File: config.mk
export PLATFORM = sky130hd
export DESIGN_NAME = write_back_stage_flat
export DESIGN_NICKNAME = d
export VERILOG_FILES = /design/src/rtl/mips_pkg.sv /design/src/rtl/write_back_stage_if.sv /design/src/rtl/write_back_stage_load_formatter.sv /design/src/rtl/write_back_stage.sv /design/src/flat_wrapper.sv
export SDC_FILE = /design/constraint.sdc
export NUM_CORES = 1
export LEC_CHECK = 0
export BUFFER_PORTS_ARGS = -buffer_cell sky130_fd_sc_hd__buf_4
export CAP_MARGIN = 5
export CORE_ASPECT_RATIO = 0.75
export CORE_MARGIN = 1
export CORE_UTILIZATION = 50
export CTS_CLUSTER_DIAMETER = 80
export DETAILED_ROUTE_END_ITERATION = 6
export HOLD_SLACK_MARGIN = 0.08
export PLACE_DENSITY = 0.77
export SYNTH_ARGS = -nofsm -noshare
export SYNTH_HDL_FRONTEND = slang
export SYNTH_HIERARCHICAL = 1
export SYNTH_SLANG_ARGS = --single-unit
File: constraint.sdc
create_clock -name clk -period 5.9 [get_ports clk]
set_clock_uncertainty 0.2 [all_clocks]
set_input_delay 1.18 -clock clk [delete_from_list [all_inputs] [get_ports clk]]
set_output_delay 1.18 -clock clk [all_outputs]
set_load 0.005 [all_outputs]
File: src/rtl/mips_pkg.sv
// Shared MIPS pipeline types: datapath widths, load-size encodings, MEM/WB bundle.
// Imported by the write-back stage, its interface and the load formatter.
package mips_pkg;

  localparam int DATA_W     = 32;
  localparam int REG_ADDR_W = 5;

  localparam logic [1:0] SIZE_WORD = 2'b00;
  localparam logic [1:0] SIZE_HALF = 2'b01;
  localparam logic [1:0] SIZE_BYTE = 2'b10;

  typedef struct packed {
    logic                  valid;
    logic                  reg_write;
    logic                  mem_to_reg;
    logic [REG_ADDR_W-1:0] write_reg;
    logic [DATA_W-1:0]     read_data;
    logic [DATA_W-1:0]     alu_result;
    logic [1:0]            mem_size;
    logic                  mem_unsigned;
  } mem_wb_t;

endpackage

File: src/rtl/write_back_stage_if.sv
// MEM->WB bus: pipeline control, MEM-stage results and the register-file write port.
// slave = write-back stage side, master = MEM stage / register-file side.
interface write_back_stage_if;
  import mips_pkg::*;

  logic                  stall;
  logic                  flush;
  logic                  mem_valid;
  logic                  mem_to_reg;
  logic                  reg_write;
  logic [REG_ADDR_W-1:0] write_reg;
  logic [DATA_W-1:0]     read_data;
  logic [DATA_W-1:0]     alu_result;
  logic [1:0]            mem_size;
  logic                  mem_unsigned;
  logic                  rf_we;
  logic [REG_ADDR_W-1:0] rf_waddr;
  logic [DATA_W-1:0]     rf_wdata;
  logic                  wb_valid;

  modport slave (
    input  stall, flush, mem_valid, mem_to_reg, reg_write, write_reg,
    input  read_data, alu_result, mem_size, mem_unsigned,
    output rf_we, rf_waddr, rf_wdata, wb_valid
  );

  modport master (
    output stall, flush, mem_valid, mem_to_reg, reg_write, write_reg,
    output read_data, alu_result, mem_size, mem_unsigned,
    input  rf_we, rf_waddr, rf_wdata, wb_valid
  );

endinterface

File: src/rtl/write_back_stage_load_formatter.sv
// Big-endian sub-word load formatting: lane select plus sign/zero extension.
// In: read_data, offset, mem_size, mem_unsigned. Out: data (formatted word).
module load_formatter
  import mips_pkg::*;
(
  input  logic [DATA_W-1:0] read_data,
  input  logic [1:0]        offset,
  input  logic [1:0]        mem_size,
  input  logic              mem_unsigned,
  output logic [DATA_W-1:0] data
);

  logic [7:0]  lane_b;
  logic [15:0] lane_h;

  always_comb begin
    lane_b = read_data[31:24];
    unique case (offset)
      2'd0: lane_b = read_data[31:24];
      2'd1: lane_b = read_data[23:16];
      2'd2: lane_b = read_data[15:8];
      2'd3: lane_b = read_data[7:0];
    endcase
  end

  // offset[0] ignored for halves: no alignment trap here
  assign lane_h = offset[1] ? read_data[15:0] : read_data[31:16];

  always_comb begin
    data = read_data;
    unique case (1'b1)
      (mem_size == SIZE_BYTE):
        data = {{24{lane_b[7] & ~mem_unsigned}}, lane_b};
      (mem_size == SIZE_HALF):
        data = {{16{lane_h[15] & ~mem_unsigned}}, lane_h};
      default:
        data = read_data;
    endcase
  end

endmodule

File: src/rtl/write_back_stage.sv
// MIPS write-back stage: MEM/WB register, load/ALU result mux, $0 write suppression.
// Ports: clk, rst_n (async active-low), bus (write_back_stage_if.slave).
module write_back_stage
  import mips_pkg::*;
(
  input  logic                 clk,
  input  logic                 rst_n,
  write_back_stage_if.slave    bus
);

  mem_wb_t r;
  mem_wb_t nxt;
  logic [DATA_W-1:0] ld_data;

  always_comb begin
    nxt.valid        = bus.mem_valid;
    nxt.reg_write    = bus.reg_write;
    nxt.mem_to_reg   = bus.mem_to_reg;
    nxt.write_reg    = bus.write_reg;
    nxt.read_data    = bus.read_data;
    nxt.alu_result   = bus.alu_result;
    nxt.mem_size     = bus.mem_size;
    nxt.mem_unsigned = bus.mem_unsigned;
  end

  always_ff @(posedge clk or negedge rst_n) begin
    if (!rst_n) begin
      r <= '0;
    end else if (bus.flush) begin
      r <= '0;
    end else if (!bus.stall) begin
      r <= nxt;
    end
  end

  load_formatter u_fmt (
    .read_data    (r.read_data),
    .offset       (r.alu_result[1:0]),
    .mem_size     (r.mem_size),
    .mem_unsigned (r.mem_unsigned),
    .data         (ld_data)
  );

  assign bus.rf_wdata = r.mem_to_reg ? ld_data : r.alu_result;
  assign bus.rf_we    = r.valid & r.reg_write & (|r.write_reg);
  assign bus.rf_waddr = r.write_reg;
  assign bus.wb_valid = r.valid;

endmodule

File: src/flat_wrapper.sv
// flat-port wrapper written by rule: the top's interface ports become plain ports
module write_back_stage_flat import mips_pkg::*;
  (clk, rst_n, bus_stall, bus_flush, bus_mem_valid, bus_mem_to_reg, bus_reg_write, bus_write_reg, bus_read_data, bus_alu_result, bus_mem_size, bus_mem_unsigned, bus_rf_we, bus_rf_waddr, bus_rf_wdata, bus_wb_valid);
  write_back_stage_if bus_i ();
  input  logic clk;
  input  logic rst_n;
  input wire logic [$bits(bus_i.stall)-1:0] bus_stall;
  input wire logic [$bits(bus_i.flush)-1:0] bus_flush;
  input wire logic [$bits(bus_i.mem_valid)-1:0] bus_mem_valid;
  input wire logic [$bits(bus_i.mem_to_reg)-1:0] bus_mem_to_reg;
  input wire logic [$bits(bus_i.reg_write)-1:0] bus_reg_write;
  input wire logic [$bits(bus_i.write_reg)-1:0] bus_write_reg;
  input wire logic [$bits(bus_i.read_data)-1:0] bus_read_data;
  input wire logic [$bits(bus_i.alu_result)-1:0] bus_alu_result;
  input wire logic [$bits(bus_i.mem_size)-1:0] bus_mem_size;
  input wire logic [$bits(bus_i.mem_unsigned)-1:0] bus_mem_unsigned;
  output wire logic [$bits(bus_i.rf_we)-1:0] bus_rf_we;
  output wire logic [$bits(bus_i.rf_waddr)-1:0] bus_rf_waddr;
  output wire logic [$bits(bus_i.rf_wdata)-1:0] bus_rf_wdata;
  output wire logic [$bits(bus_i.wb_valid)-1:0] bus_wb_valid;
  assign bus_i.stall = bus_stall;
  assign bus_i.flush = bus_flush;
  assign bus_i.mem_valid = bus_mem_valid;
  assign bus_i.mem_to_reg = bus_mem_to_reg;
  assign bus_i.reg_write = bus_reg_write;
  assign bus_i.write_reg = bus_write_reg;
  assign bus_i.read_data = bus_read_data;
  assign bus_i.alu_result = bus_alu_result;
  assign bus_i.mem_size = bus_mem_size;
  assign bus_i.mem_unsigned = bus_mem_unsigned;
  assign bus_rf_we = bus_i.rf_we;
  assign bus_rf_waddr = bus_i.rf_waddr;
  assign bus_rf_wdata = bus_i.rf_wdata;
  assign bus_wb_valid = bus_i.wb_valid;
  write_back_stage u_core (.clk(clk), .rst_n(rst_n), .bus(bus_i));
endmodule
==> run summary, run 1 <==
Initial Utilization = 0.5132
maximum root-to-sink buffer count = 2
Vias = 3,417
port bufs = 117
status = complete, no violations
r2r startpoint = u_core/r[4]
Synth Flop Type = dfrtp_1
Starting DRT DRC Count = 344
post-route setup TNS = 0 ps
final setup fails = 0
Resized Gates After CTS = 0
Avg Cell Area, Syn = 10.93 sq um
EDFF count, synth = 0
Clk Latency, worst-skew pair = 320 ps
Crit Path Class = flop to output pin
n_diodes = 0
H-tree Lvls = 3
row count = 29
grt total ovfl = 0
Avg WL per Cell = 18.16 um
total track usage = 0.2559
Root Driver = clkbuf_16
total wire length = 10.93 mm
Final Cycle Share = 0.7536
achievable frequency = 0.2249 GHz
Final GP Congestion = 0.8576
die area = 0.009059 sq mm
Clock Pin Slew Worst Setup and Hold Paths = 50 ps
fin crit period = 4446 ps
leading cell types by count after synthesis = nor2_1 (77), dfrtp_1 (75), mux2i_1 (75)
RSZ-0062 raised after global routing = false
Die Ht = 82.68 um
R2R depth = 2
pwr dens = 257.9 mW/mm^2
R2R Setup Slk = 4580 ps
antenna violations before repair = 0
Post-CTS Hold Fix Bufs = 0
Synth area leaders = dfrtp_1 (43%), mux2i_1 (17%), mux2_2 (11%)
Worst VDD drop = 0.1540 mV
fin nets = 571
drt pass-1 iters = 5
Die X = 109.6 um
number of distinct library cells after synthesis = 32
Rel. slew slack = 0.3151
async set-reset flop share out of synthesis = 1.000
crit path launch type = flop
Slew @ Worst Pin = 1027 ps
postcts setup bufs = 0
area fraction of the dominant cell type after synthesis = 0.4325
Post-Syn Area = 0.004339 sq mm
crit path max fanout = 31
core box area = 0.008454 sq mm
final count of hold timing violations = 0
Max Cap Violations = 0
DPL Wire Length = 7.434 mm
first-pass GRT wire length = 17.11 mm
Syn Inst Count = 397
largest area contributor in the netlist = dfrtp_1
Multi-input gate area = 0.002095 sq mm
FF+latch area = 0.001877 sq mm
layout cells sized above 1 = 0.3704
Critical Path AT = 3070 ps
Detail Route Antenna Nets = 0
# IOs = 118
TritonCTS clock tree = built
Slew Limit Fails = 0
vias per std cell = 5.676
Leak Pwr = 2.743 nW
clock buffer count from CTS = 9
Crit path required time = 4520 ps
top-count cell post-synth = nor2_1
hold_ws = 318.8 ps
Post-Layout Cell Count = 602
Layout area overhead = 22.95%
Critical Path Sink Type = output pin
clock tree sinks = 75
fill count = 688
hold crit path type = flop to flop
register area share after synthesis = 0.4325
maximum number of pins on one net before global-route repair = 76
hold path depth = 2
Crit Reg-Reg Endpoint = u_core/r[4]
DRC errors left = 0
Hold Path Sink = u_core/r[19]
Hold Path Origin = u_core/r[19]
yosys warns = 6
register bit total from synthesis = 75
number of global-route vias before repair = 3,283
number of placed cells counting well taps = 587
syn_nets = 478
state kept, by name, indices dropped and copies added, names as in the netlist:
name                 count
u_core/r                69
u_core/bus.rf_waddr      5
u_core/bus.wb_valid      1
worst max-delay path, cell delays in order (launching register included):
cell and delay [ps]:
dfrtp_1 370, inv_1 60, ha_1 960, inv_1 500
o21ai_0 330, a21oi_1 90, mux2_2 290, buf_4 130
stage by stage:
| step | cell area, sq um | setup WS (ps) | utilization | power (mW) |
|---|---|---|---|---|
| after floorplan | 4339 | 2925 | - | 0.7403 |
| after detailed placement | 5041 | 1955 | 0.5963 | 0.8432 |
| after global placement | 5041 | 2024 | 0.5963 | 0.8364 |
| after CTS | 5335 | 1571 | 0.6310 | 1.387 |
| after global routing | 5335 | 1271 | 0.6310 | 1.443 |
| final | 5335 | 1454 | 0.6310 | 1.376 |
layout make-up:
type / instances / share of cell area
Multi-Input combinational cell: 274 / 0.3926
Sequential cell: 75 / 0.3518
Timing Repair Buffer: 119 / 0.1674
Clock buffer: 11 / 0.04550
Tap cell: 108 / 0.02533
Clock inverter: 4 / 0.009615
Inverter: 11 / 0.007739
cells by family after synthesis:
group / Yosys count / share of synthesized area
adder cells (fa/ha/maj): 2 / 0.005766
multiplexers: 118 / 0.2863
buffers and inverters: 48 / 0.08477
AO/OA/AOI/OAI: 71 / 0.1136
flip-flops: 75 / 0.4325
AND/OR/NAND/NOR: 83 / 0.07699
layout by cell type (no fill, tap or decap), types with 5 or more instances in the layout:
master,n
dfrtp_1,75
o21ai_0,5
buf_4,119
nor2_1,77
inv_1,10
clkbuf_16,9
mux2i_1,75
a32oi_1,7
o22ai_1,7
a21oi_1,35
mux2_2,41
a2bb2oi_1,9
worst max path at each step:
stage | from | end | slack [ps]
after floorplan | u_core/r[1] | bus_rf_wdata[18] | 2930
after global placement | u_core/r[1] | bus_rf_wdata[23] | 2020
after detailed placement | u_core/r[1] | bus_rf_wdata[28] | 1960
after CTS | u_core/r[1] | bus_rf_wdata[28] | 1570
after global routing | u_core/r[1] | bus_rf_wdata[28] | 1270
final | u_core/r[1] | bus_rf_wdata[28] | 1450
layer usage:
metal / vias to the layer above / wire length, um / global-route usage
met3: 10 / 785 / 0.06122
met2: 156 / 4984 / 0.3950
met4: 0 / 122 / 0.08000
met1: 1666 / 5042 / 0.3566
met5: - / 0 / 0
li1: 1585 / - / -
where the power goes:
part	switching [mW]	internal, mW
registers	0.0284	0.544
logic	0.129	0.138
clock network	0.201	0.336
(Power assumes the default switching activity.)
==> run 2, diff against run 1 <==
--- a/config.mk
+++ b/config.mk
@@ -9,7 +9,7 @@
 export CAP_MARGIN = 5
 export CORE_ASPECT_RATIO = 0.75
 export CORE_MARGIN = 1
-export CORE_UTILIZATION = 50
+export CORE_UTILIZATION = 48
 export CTS_CLUSTER_DIAMETER = 80
 export DETAILED_ROUTE_END_ITERATION = 6
 export HOLD_SLACK_MARGIN = 0.08
==> constraint.sdc (replaced) <==
create_clock -name clk -period 3.6 [get_ports clk]
set_clock_uncertainty 0.2 [all_clocks]
set_input_delay 0.72 -clock clk [delete_from_list [all_inputs] [get_ports clk]]
set_output_delay 0.72 -clock clk [all_outputs]
set_load 0.005 [all_outputs]
==> run 2 against run 1 <==
Compared with the run above: the run now ends with DRC left; global-route usage decreased by 2.0 points; largest power group is now clock; setup slack lost 1300 ps; combinational power up 66%; sequential cell count unchanged; register-to-register slack worse by 2300 ps; core utilization down 0.29 points; sequential power is 63% higher; critical path depth decreased by 2; count of clock-buffer cells in the layout down 1; die area up 4.1%; hold slack got worse by 5.4 ps; wire length shrank 2.9%.
==> run summary, run 2 (same netlist as run 1, synthesis figures left out) <==
Critical Path AT = 2500 ps
Detail Route Antenna Nets = 0
final setup fails = 0
Final GP Congestion = 0.8471
die area = 0.009428 sq mm
Layout area overhead = 24.48%
violated checks = DRC
clock buffer count from CTS = 9
hold crit path type = input port to async pin
Crit path required time = 2680 ps
number of global-route vias before repair = 3,201
FF+latch area = 0.001877 sq mm
post-route setup TNS = 0 ps
total wire length = 10.62 mm
port bufs = 117
RSZ-0062 raised after global routing = false
DRC errors left = 6
final setup margin = 184.3 ps
Slew Limit Fails = 0
maximum root-to-sink buffer count = 2
commonest non-fill, non-tap cell in the layout = buf_4
r2r startpoint = u_core/r[4]
Avg WL per Cell = 17.55 um
CP Launch Point = u_core/r[4]
fill count = 708
TritonCTS clock tree = built
grt total ovfl = 0
Clk Latency, worst-skew pair = 330 ps
maximum number of pins on one net before global-route repair = 76
Worst VDD drop = 0.3147 mV
Post-Layout Cell Count = 605
postcts setup bufs = 0
total track usage = 0.2361
Multi-input gate area = 0.002100 sq mm
Root Driver = clkbuf_16
number of placed cells counting well taps = 589
n_diodes = 0
Crit Path Class = flop to output pin
Top reg by flops = u_core/r
Starting DRT DRC Count = 273
Vias = 3,343
R2R depth = 2
H-tree Lvls = 3
commonest cells after routing, fill and taps aside = buf_4 (120), nor2_1 (76), mux2i_1 (75), dfrtp_1 (75), mux2_2 (41)
pwr dens = 433.1 mW/mm^2
Rel. slew slack = 0.3752
Die Ht = 84.34 um
Critical Path Sink Type = output pin
final core area utilization = 0.6281
layout cells sized above 1 = 0.3803
Clock Pin Slew Worst Setup and Hold Paths = 60 ps
status = complete, but fails checks
max FFs per register = 69
hold_ws = 313.4 ps
Final Cycle Share = 0.9488
vias per std cell = 5.526
Die X = 111.8 um
antenna violations before repair = 0
crit path max fanout = 19
# IOs = 118
Power, Total = 2.339 mW
Slew @ Worst Pin = 937.2 ps
fin area = 0.005401 sq mm
fin crit period = 3416 ps
core box area = 0.008600 sq mm
Max Cap Violations = 0
clock tree sinks = 75
pre-CTS WS = 536.4 ps
Initial Utilization = 0.5046
Placed Area = 0.005069 sq mm
achievable frequency = 0.2928 GHz
row count = 29
crit path launch type = flop
drt pass-1 iters = 7
DPL Wire Length = 7.385 mm
Leak Pwr = 2.768 nW
first-pass GRT wire length = 17.10 mm
fin nets = 573
final count of hold timing violations = 0
run 2: worst paths after layout:
kind | end | slack, ps
max | bus_rf_wdata[30] | 180
min reg2reg | u_core/r[13] | 320
max reg2reg | u_core/r[4] | 2260
min in group clk | u_core/r[13] | 320
min | u_core/r[41] | 310
max in group asynchronous | u_core/bus.wb_valid | 2260
run 2: report_power, final:
part	switching, mW	internal [mW]
logic	0.212	0.229
clock network	0.340	0.625
registers	0.0428	0.891
run 2: routing by layer:
metal  track usage  routed length [um]  vias to the layer above
met5             0                   0                        -
met4       0.06265                  80                        0
met3       0.05704                 621                        8
met2        0.3501                4793                      100
met1        0.3452                5124                     1647
li1              -                   -                     1588
run 2: layout make-up:
cell class | count | area share
inverter | 11 | 0.007644
clock inverter | 6 | 0.01645
tap | 108 | 0.02502
clock buffer | 10 | 0.04424
timing repair buffer | 121 | 0.1705
multi-input combinational | 274 | 0.3887
sequential | 75 | 0.3475
run 2: repair_timing:
action,4_1_cts,5_1_grt
gates resized for setup,0,2
setup endpoints to repair,0,2
hold buffers,0,0
run 2: critical path, cell delays in order (launching register included):
cell	delay, ps
dfrtp_1	770
mux2_4	370
a21oi_4	400
a21oi_1	180
mux2_2	300
buf_4	130
